<file path="config.mk">
export PLATFORM = sky130hd
export DESIGN_NAME = lsu_port_arbiter
export DESIGN_NICKNAME = d
export VERILOG_FILES = /design/src/rtl/lsu_port_arb_pkg.sv /design/src/rtl/lsu_port_arb_rr_pick.sv /design/src/rtl/lsu_port_arbiter.sv
export SDC_FILE = /design/constraint.sdc
export NUM_CORES = 1
export LEC_CHECK = 0
export CAP_MARGIN = 25
export CORE_AREA = 2 2 135 137
export DETAILED_ROUTE_END_ITERATION = 10
export DIE_AREA = 0 0 137 139
export GPL_ROUTABILITY_DRIVEN = 0
export PLACE_DENSITY = 0.46
export SLEW_MARGIN = 20
export SYNTH_ARGS = -nofsm -noshare
export SYNTH_HDL_FRONTEND = slang
export SYNTH_HIERARCHICAL = 1
export SYNTH_SLANG_ARGS = --single-unit
</file>
<file path="constraint.sdc">
create_clock -name clk_i -period 2.9 [get_ports clk_i]
set_clock_uncertainty 0.05 [all_clocks]
set_input_delay 0.58 -clock clk_i [delete_from_list [all_inputs] [get_ports clk_i]]
set_output_delay 0.58 -clock clk_i [all_outputs]
set_load 0.01 [all_outputs]
</file>
<file path="src/rtl/lsu_port_arb_pkg.sv">
// Shared definitions for the LSU port arbiter.
//   idx_width()   : bits needed to index n items (minimum 1)
//   req_payload_t : request fields muxed from the winning requester
//   Msg*          : assertion message strings
package lsu_port_arb_pkg;

  function automatic int idx_width(input int n);
    return (n > 1) ? $clog2(n) : 1;
  endfunction

  typedef struct packed {
    logic [31:0] addr;
    logic        write;
    logic [3:0]  amo;
    logic [31:0] data;
    logic [3:0]  strb;
  } req_payload_t;

  localparam string MsgLockDrop     = "lsu_port_arb: locked requester dropped valid";
  localparam string MsgLockUnstable = "lsu_port_arb: locked requester changed payload";
  localparam string MsgUnderflow    = "lsu_port_arb: response for requester with no outstanding request";
  localparam string MsgOverflow     = "lsu_port_arb: request accepted beyond outstanding limit";
  localparam string MsgBadSel       = "lsu_port_arb: response ID selects nonexistent requester, dropped";

endpackage

</file>
<file path="src/rtl/lsu_port_arb_rr_pick.sv">
// Combinational rotating-priority picker.
//   eligible_i : per-requester eligibility
//   ptr_i      : index with highest priority this cycle (must be < NumReq)
//   winner_o   : first eligible index at or after ptr_i, wrapping
//   any_o      : at least one requester eligible
// The pointer register lives in the parent.
module lsu_port_arb_rr_pick
  import lsu_port_arb_pkg::*;
#(
  parameter  int NumReq   = 2,
  localparam int SelWidth = idx_width(NumReq)
) (
  input  logic [NumReq-1:0]   eligible_i,
  input  logic [SelWidth-1:0] ptr_i,
  output logic [SelWidth-1:0] winner_o,
  output logic                any_o
);

  int idx;

  // Walk offsets from farthest to nearest so the nearest eligible
  // index (smallest offset from ptr_i) is the last assignment.
  always_comb begin
    winner_o = '0;
    any_o    = |eligible_i;
    idx      = 0;
    for (int k = NumReq - 1; k >= 0; k--) begin
      idx = int'(ptr_i) + k;
      if (idx >= NumReq) idx = idx - NumReq;
      if (eligible_i[idx]) winner_o = SelWidth'(idx);
    end
  end

endmodule

</file>
<file path="src/rtl/lsu_port_arbiter.sv">
// Shares one ID-tagged memory port among NumReq load-store units.
// Requests are granted round-robin (or fixed lowest-index priority when
// LSU_PORT_ARB_FIXED_PRIO_EN is defined); the winner's index is prefixed
// onto its local ID. Responses are routed back by the ID's index bits.
//
// Handshake: a transfer happens on a rising clk_i edge where valid && ready.
// Once a request is offered (out_qvalid_o) it is held on the same requester
// until accepted; that requester must keep valid and payload stable.
//
// Ports:
//   clk_i, rst_ni           clock, asynchronous active-low reset
//   in_q*_i / in_qready_o   per-requester request channels
//   in_p*_o / in_pready_i   per-requester response channels
//   out_q*_o / out_qready_i shared request channel, ID = {index, local ID}
//   out_p*_i / out_pready_o shared response channel
module lsu_port_arbiter
  import lsu_port_arb_pkg::*;
#(
  parameter  int NumReq         = 2,
  parameter  int IdWidth        = 2,
  parameter  int MaxOutstanding = 4,
  localparam int SelWidth       = idx_width(NumReq)
) (
  input  logic                             clk_i,
  input  logic                             rst_ni,
  input  logic [NumReq-1:0][31:0]          in_qaddr_i,
  input  logic [NumReq-1:0]                in_qwrite_i,
  input  logic [NumReq-1:0][3:0]           in_qamo_i,
  input  logic [NumReq-1:0][31:0]          in_qdata_i,
  input  logic [NumReq-1:0][3:0]           in_qstrb_i,
  input  logic [NumReq-1:0][IdWidth-1:0]   in_qid_i,
  input  logic [NumReq-1:0]                in_qvalid_i,
  output logic [NumReq-1:0]                in_qready_o,
  output logic [NumReq-1:0][31:0]          in_pdata_o,
  output logic [NumReq-1:0]                in_perror_o,
  output logic [NumReq-1:0][IdWidth-1:0]   in_pid_o,
  output logic [NumReq-1:0]                in_pvalid_o,
  input  logic [NumReq-1:0]                in_pready_i,
  output logic [31:0]                      out_qaddr_o,
  output logic                             out_qwrite_o,
  output logic [3:0]                       out_qamo_o,
  output logic [31:0]                      out_qdata_o,
  output logic [3:0]                       out_qstrb_o,
  output logic [SelWidth+IdWidth-1:0]      out_qid_o,
  output logic                             out_qvalid_o,
  input  logic                             out_qready_i,
  input  logic [31:0]                      out_pdata_i,
  input  logic                             out_perror_i,
  input  logic [SelWidth+IdWidth-1:0]      out_pid_i,
  input  logic                             out_pvalid_i,
  output logic                             out_pready_o
);

  localparam int CntWidth = idx_width(MaxOutstanding + 1);
  localparam int QidWidth = SelWidth + IdWidth;

  logic [NumReq-1:0][CntWidth-1:0] cnt_q;
  logic                            lock_q;
  logic [SelWidth-1:0]             lock_idx_q;
  logic [SelWidth-1:0]             rr_ptr;

  logic [NumReq-1:0]   eligible;
  logic [SelWidth-1:0] pick_idx;
  logic                pick_any;
  logic [SelWidth-1:0] winner;
  logic                q_hs;
  req_payload_t        win_payload;

  logic [SelWidth-1:0] sel;
  logic                sel_ok;
  logic                p_hs;
  logic [NumReq-1:0]   inc;
  logic [NumReq-1:0]   dec;

  // ---------------- request side ----------------
  always_comb begin
    for (int i = 0; i < NumReq; i++) begin
      eligible[i] = in_qvalid_i[i] && (cnt_q[i] != CntWidth'(MaxOutstanding));
    end
  end

  lsu_port_arb_rr_pick #(.NumReq(NumReq)) u_pick (
    .eligible_i (eligible),
    .ptr_i      (rr_ptr),
    .winner_o   (pick_idx),
    .any_o      (pick_any)
  );

  // A stalled offer stays with the captured requester until accepted.
  assign winner       = lock_q ? lock_idx_q : pick_idx;
  assign out_qvalid_o = lock_q | pick_any;
  assign q_hs         = out_qvalid_o & out_qready_i;

  always_comb begin
    win_payload.addr  = in_qaddr_i[winner];
    win_payload.write = in_qwrite_i[winner];
    win_payload.amo   = in_qamo_i[winner];
    win_payload.data  = in_qdata_i[winner];
    win_payload.strb  = in_qstrb_i[winner];
  end

  assign out_qaddr_o  = win_payload.addr;
  assign out_qwrite_o = win_payload.write;
  assign out_qamo_o   = win_payload.amo;
  assign out_qdata_o  = win_payload.data;
  assign out_qstrb_o  = win_payload.strb;
  assign out_qid_o    = {winner, in_qid_i[winner]};

  always_comb begin
    in_qready_o         = '0;
    in_qready_o[winner] = out_qvalid_o & out_qready_i;
  end

  always_ff @(posedge clk_i or negedge rst_ni) begin
    if (!rst_ni) begin
      lock_q     <= 1'b0;
      lock_idx_q <= '0;
    end else if (q_hs) begin
      lock_q     <= 1'b0;
    end else if (out_qvalid_o) begin
      lock_q     <= 1'b1;
      lock_idx_q <= winner;
    end
  end

`ifdef LSU_PORT_ARB_FIXED_PRIO_EN
  assign rr_ptr = '0;
`else
  logic [SelWidth-1:0] rr_ptr_q;

  always_ff @(posedge clk_i or negedge rst_ni) begin
    if (!rst_ni) begin
      rr_ptr_q <= '0;
    end else if (q_hs) begin
      rr_ptr_q <= (winner == SelWidth'(NumReq - 1)) ? '0 : winner + SelWidth'(1);
    end
  end

  assign rr_ptr = rr_ptr_q;
`endif

  // ---------------- response side ----------------
  assign sel    = out_pid_i[QidWidth-1 -: SelWidth];
  assign sel_ok = (32'(sel) < NumReq);
  // Responses to a nonexistent requester are accepted and discarded.
  assign out_pready_o = sel_ok ? in_pready_i[sel] : 1'b1;
  assign p_hs         = out_pvalid_i & out_pready_o & sel_ok;

  always_comb begin
    in_pvalid_o = '0;
    if (sel_ok) in_pvalid_o[sel] = out_pvalid_i;
    for (int i = 0; i < NumReq; i++) begin
      in_pdata_o[i] = out_pdata_i;
      in_pid_o[i]   = out_pid_i[IdWidth-1:0];
    end
  end

  assign in_perror_o = {NumReq{out_perror_i}};

  // ---------------- outstanding counters ----------------
  always_comb begin
    for (int i = 0; i < NumReq; i++) begin
      inc[i] = q_hs && (winner == SelWidth'(i));
      dec[i] = p_hs && (sel == SelWidth'(i));
    end
  end

  always_ff @(posedge clk_i or negedge rst_ni) begin
    if (!rst_ni) begin
      cnt_q <= '0;
    end else begin
      for (int i = 0; i < NumReq; i++) begin
        if (inc[i] && !dec[i]) begin
          cnt_q[i] <= cnt_q[i] + CntWidth'(1);
        end else if (dec[i] && !inc[i]) begin
          cnt_q[i] <= cnt_q[i] - CntWidth'(1);
        end
      end
    end
  end

`ifndef SYNTHESIS
  a_lock_valid : assert property (@(posedge clk_i) disable iff (!rst_ni)
    lock_q |-> in_qvalid_i[lock_idx_q]) else $error("%s", MsgLockDrop);

  a_lock_stable : assert property (@(posedge clk_i) disable iff (!rst_ni)
    lock_q |-> ($stable(win_payload) && $stable(out_qid_o))) else $error("%s", MsgLockUnstable);

  a_no_underflow : assert property (@(posedge clk_i) disable iff (!rst_ni)
    p_hs |-> (cnt_q[sel] != '0)) else $error("%s", MsgUnderflow);

  a_no_overflow : assert property (@(posedge clk_i) disable iff (!rst_ni)
    q_hs |-> (cnt_q[winner] != CntWidth'(MaxOutstanding))) else $error("%s", MsgOverflow);

  a_sel_range : assert property (@(posedge clk_i) disable iff (!rst_ni)
    out_pvalid_i |-> sel_ok) else $error("%s", MsgBadSel);
`endif

endmodule

</file>
# After elaboration in Yosys (flattened, before gate mapping)
# Index checks and enable logic that the tools add are counted.
[totals]
regBits = 9
output_inout_bits = 152
wordCells = 88
input_bits = 194
[op_classes]
n_mux = 36
n_addsub = 8
n_reduce_logical = 21
n_lt_le_gt_ge = 8
eq_ne = 2
bitwise = 8
[op_table]
columns = ["op", "n"]
rows = [
  ["$mux W32", 6],
  ["$lt A32 B3 Y1 const B", 2],
  ["$ge A32 B3 Y1 const B", 1],
  ["$sub A32 B3 Y32 const B", 1],
  ["$mux W1", 18],
  ["$mux W4", 4],
  ["$logic_and A1 B1 Y1", 12],
  ["$mux W3", 4],
  ["$add A3 B1 Y3 const B", 2],
  ["$ne A3 B3 Y1 const B", 2],
  ["$reduce_bool A2 Y1", 3],
  ["$sub A3 B1 Y3 const B", 2],
  ["$and A2 B2 Y2", 2],
  ["$logic_not A1 Y1", 4],
  ["$lt A1 B2 Y1 const B", 2],
  ["$mux W2", 2],
  ["$not A1 Y1", 3],
  ["$sub A1 B2 Y3 const B", 1],
  ["$add A1 B1 Y2 const B", 1],
  ["$and A1 B1 Y1", 2],
  ["$demux W1 S1", 2],
  ["$ge A1 B1 Y1 const B", 2],
  ["$ge A1 B2 Y1 const B", 1],
  ["$reduce_and A2 Y1", 1],
  ["other kinds (3)", 3],
]

# Longest topological paths before layout
[logic_depth]
depth_word = 15
mapped_depth = 12
mapped_depth_nobuf = 12

# By module
# Netlist, hierarchy kept.
[by_module_without_submodules]
columns = ["mod", "instances", "cells_per_inst", "seq_area_each_um2", "area_each_um2"]
rows = [
  ["lsu_port_arbiter", 1, 203, 225.2, 2174.6],
  ["lsu_port_arb_rr_pick", 1, 3, 0.0, 17.5],
]

# Worst setup path before layout
# No wires, ideal clock.
[synth_path]
path_type = "input to register"
start = "input port in_qvalid_i[1]"
end = "register cnt_q[5] in the netlist's numbering"
setup_ns = 0.080
required_ns = 2.770
stages = 10
slack_ns = 0.154
t_arrival_ns = 2.616
n_path_buf = 0
cell_sequence = "o31a_1 a21boi_1 nand3b_1 a21boi_0 ha_1 inv_1 fa_1 xor2_1 nor2_1 xnor2_1"
[synth_via]
elab_chain_cells = 11
word_cells_on_any_way = 19
classes_between = "mux: 10; bitwise: 2; reduce/logical: 7"
[synth_rtl]
columns = ["element", "line_no", "rtl"]
rows = [
  ["start, declared", "lsu_port_arbiter.sv:32", "input logic [NumReq-1:0] in_qvalid_i,"],
  ["$logic_and A1 B1 Y1 (*)", "lsu_port_arbiter.sv:78", "eligible[i] = in_qvalid_i[i] && (cnt_q[i] != CntWidth'(MaxOutstanding));"],
  ["$mux W1 (implied by the code) (3 in a row)", "lsu_port_arb_rr_pick.sv:30", "if (eligible_i[idx]) winner_o = SelWidth'(idx);"],
  ["$mux W1", "lsu_port_arb_rr_pick.sv:30", ""],
  ["$mux W1 (*)", "lsu_port_arb_rr_pick.sv:30", ""],
  ["named net pick_idx", "lsu_port_arbiter.sv:63", "logic [SelWidth-1:0] pick_idx;"],
  ["$mux W1 (*)", "lsu_port_arbiter.sv:90", "assign winner = lock_q ? lock_idx_q : pick_idx;"],
  ["$logic_and A1 B1 Y1 (*)", "lsu_port_arbiter.sv:163", "inc[i] = q_hs && (winner == SelWidth'(i));"],
  ["$logic_not A1 Y1", "lsu_port_arbiter.sv:175", "end else if (dec[i] && !inc[i]) begin"],
  ["$logic_and A1 B1 Y1", "lsu_port_arbiter.sv:175", ""],
  ["$reduce_bool A2 Y1 (no line)", "--", ""],
  ["end signal, assigned by index", "lsu_port_arbiter.sv:174", "cnt_q[i] <= cnt_q[i] + CntWidth'(1);"],
  ["end signal, assigned by index", "lsu_port_arbiter.sv:176", "cnt_q[i] <= cnt_q[i] - CntWidth'(1);"],
  ["end, declared", "lsu_port_arbiter.sv:57", "logic [NumReq-1:0][CntWidth-1:0] cnt_q;"],
]
# Mark *: on every way through the listed nets, which the timed path passes. The rest lies on a longest branch. The select of a mux whose other input is x is not followed.
# A chain may end at the register's enable or synchronous reset.

# Final worst setup path
[layout_path]
start = "register cnt_q[3] in the netlist's numbering"
end = "output port out_qid_o[0]"
[layout_via]
elab_chain_cells = 10
word_cells_on_any_way = 13
classes_between = "eq/ne: 1; mux: 11; reduce/logical: 1"
[layout_rtl]
columns = ["element", "line_no", "rtl"]
rows = [
  ["$ne A3 B3 Y1 (*)", "lsu_port_arbiter.sv:78", ""],
  ["$logic_and A1 B1 Y1 (*)", "lsu_port_arbiter.sv:78", ""],
  ["named net eligible[1]", "lsu_port_arbiter.sv:62", "logic [NumReq-1:0] eligible;"],
  ["$mux W1 (implied by the code) (3 in a row)", "lsu_port_arb_rr_pick.sv:30", ""],
  ["$mux W1", "lsu_port_arb_rr_pick.sv:30", ""],
  ["$mux W1 (*)", "lsu_port_arb_rr_pick.sv:30", ""],
  ["named net pick_idx", "lsu_port_arbiter.sv:63", ""],
  ["$mux W1 (*)", "lsu_port_arbiter.sv:90", ""],
  ["$mux W2 (implied by the code) (*) (2 in a row)", "lsu_port_arbiter.sv:107", "assign out_qid_o = {winner, in_qid_i[winner]};"],
  ["end, declared", "lsu_port_arbiter.sv:44", "output logic [SelWidth+IdWidth-1:0] out_qid_o,"],
]
# Marks and branches as above.

==> results.txt <==
Sequential-to-total area share from yosys stat: 10.27%
Synth-to-layout area growth: 135.7%
Synth top area share: 26.71%
Row count: 49
Tot Pwr: 0.003438 W
Fin crit period: 2.848 ns
Share of layout cells above drive strength 1: 47.93%
Library cells used by synthesis: 27
GR peak layer: met2
Min Hold Slack: 0.4488 ns
Met1 capacity usage during global routing: 11.03%
Initial detailed-routing violation count: 31
Commonest non-fill, non-tap cell in the layout: clkdlybuf4s50_1
Grt total ovfl: 0
Worst setup EP type: output pin
Met2 GRT Util: 16.65%
Final wirelength: 10160 µm
Pin count of the biggest net entering global routing: 10
Worst VDD drop: 0.0002785 V
Clk buf depth: 2
Syn Area/Cell: 10.64 µm²
Setup CP Type: reg2out
Period utilization: 98.20%
Synth top area cells: mux2_4, buf_4, mux2_2, dfrtp_1, buf_12
All-Layer GR Usage: 9.670%
Clock insertion delay at the later pin of the skew report: 0.23 ns
CTS tree: built
Crit Path Max Fanout: 7
WL/cell: 15.87 µm
Post-DP HPWL: 7555 µm
Max Clk Rate: 0.3512 GHz
Mapped Area: 0.002192 mm²
Final instance area: 0.005166 mm²
Req. time, crit path: 2.27 ns
Commonest cells after routing, fill and taps aside: clkdlybuf4s50_1, buf_6, mux2_4
H-tree lvl count: 1
Initial antenna violation count: 0
CTS root buf: clkbuf_16
Drt drc: 0
Core area: 0.01766 mm²
Final setup fails: 0
Ys Warns: 6
Ant diodes: 0
Met3 Use GR: 4.605%
Die ar.: 0.01904 mm²
First-pass DRT Iterations: 3
Final Max Slew Viols: 0
Number of synthesized register bits: 9
Clock-pin slew on the worst setup and hold paths: 0.04 ns
Fillers: 1823
Port Buffers: 240
Synth area leader: mux2_4
Final Hold Viols: 0
CTS sink cnt: 9
FF/Latch Area: 225.2 µm²
Starting Density: 12.41%
Post-DP Area: 0.004412 mm²
PwrDens: 665.5 mW/mm²
Vias per cell: 3.502
Post-CTS Hold Buffers: 0
Synthesized instance count: 206
Vias in the first global route: 2435
Worst slew pin tran: 0.4307 ns
ANT nets after route: 0
Leakage: 2.356 nW
Number of buffers created by CTS: 3
Die H: 139 µm
Syn_nets: 404
Global-route wire length before repair: 14100 µm
Slew headroom: 71.20%
Multi-input gate area: 0.001419 mm²
Post-route setup TNS: 0 ns
I/O pin count: 346
CP Launch Type: flip-flop
WP data arrival: 2.22 ns
Status: finished, final reports clean
DIE WIDTH: 137 µm
Hold Path Class: reg2reg
Final net count: 610
Max Cap Viol: 0
RSZ-0062 raised after global routing: true
Via count: 2241
critical path, cell delays in order (launching register included):
cell      delay (ns)
dfrtp_1         0.38
o31a_1          0.33
a21boi_4        0.16
a21boi_4        0.17
buf_12          0.13
buf_12          0.10
buf_8           0.12
buf_16          0.14
mux2_4          0.31
buf_6           0.13
flip-flops by register name (all words and copies together) (netlist names):
signal,cells
cnt_q,6
rr_ptr,1
lock_q,1
lock_idx_q,1
worst paths after layout:
path	from	to	slack, ns	cells after the start
hold / removal	rr_ptr$_DFFE_PN0N_	rr_ptr$_DFFE_PN0N_	0.45	2
hold reg to reg	rr_ptr$_DFFE_PN0N_	rr_ptr$_DFFE_PN0N_	0.45	2
setup reg to reg	cnt_q[0]$_DFFE_PN0P_	cnt_q[5]$_DFFE_PN0P_	0.20	14
max in group asynchronous	rst_ni	cnt_q[2]$_DFFE_PN0P_	1.89	1
min in group asynchronous	rst_ni	cnt_q[3]$_DFFE_PN0P_	0.61	1
setup / recovery	cnt_q[3]$_DFFE_PN0P_	out_qid_o[0]	0.05	9
power breakdown:
part	total, W	leakage, nW	internal [W]	switching, W
registers	0.000217	0.105	0.000187	0.0000294
logic	0.00298	2.21	0.00196	0.00102
clock network	0.000240	0.0409	0.000181	0.0000584
synthesized netlist by cell type (all sizes together):
| master | number |
|---|---|
| nand3b | 2 |
| or2 | 2 |
| nand3 | 1 |
| fa | 2 |
| buf | 79 |
| xor2 | 2 |
| nor2b | 2 |
| xnor2 | 4 |
| mux2 | 79 |
| ha | 2 |
| o22ai | 1 |
| a21oi | 1 |
| nand2 | 1 |
| and2 | 2 |
| nor2 | 4 |
| nand2b | 1 |
| o31a | 2 |
| dfrtp | 9 |
| a21boi | 3 |
| inv | 7 |
routing by layer:
metal,wire (µm),vias to the layer above,share of wire (%)
li1,-,1043,-
met1,3786,1006,37
met2,4949,185,49
met3,1379,7,14
met4,41,0,0.40
met5,0,-,0
cells by family (layout without fill, tap and decap cells):
family,count (synthesis),in the layout,synth area share [%]
buffers and inverters,86,291,30.48
multiplexers,79,79,47.26
AND/OR/NAND/NOR,15,15,3.767
flip-flops,9,9,10.27
AO/OA/AOI/OAI,7,7,2.854
XOR/XNOR,6,6,2.397
adder cells (fa/ha/maj),4,4,2.968
cell type report:
cell class / count / share of cell area (%)
clock buffer: 3 / 1.453
clock inverter: 1 / 0.09688
inverter: 7 / 0.5086
multi-input combinational: 111 / 27.46
sequential: 9 / 4.359
tap: 229 / 5.546
timing repair buffer: 280 / 60.57
per-stage QoR:
step / setup WS [ns] / utilization (%) / cells
after floorplan: 0.1544 / - / 206
after global placement: -0.6181 / 24.99 / 614
after detailed placement: -0.6262 / 24.99 / 614
after CTS: -0.1272 / 29.16 / 640
after global routing: -0.01392 / 29.26 / 640
final: 0.05232 / 29.26 / 640
repair_timing:
action                                  4_1_cts  5_1_grt
resized for setup                           408       16
setup buffers                                14        3
gates cloned                                 10        0
hold endpoints to repair                      0        0
pin swaps                                     3        4
endpoints found under the setup margin       80       76
No activity file was read; power rests on OpenSTA's default activity.
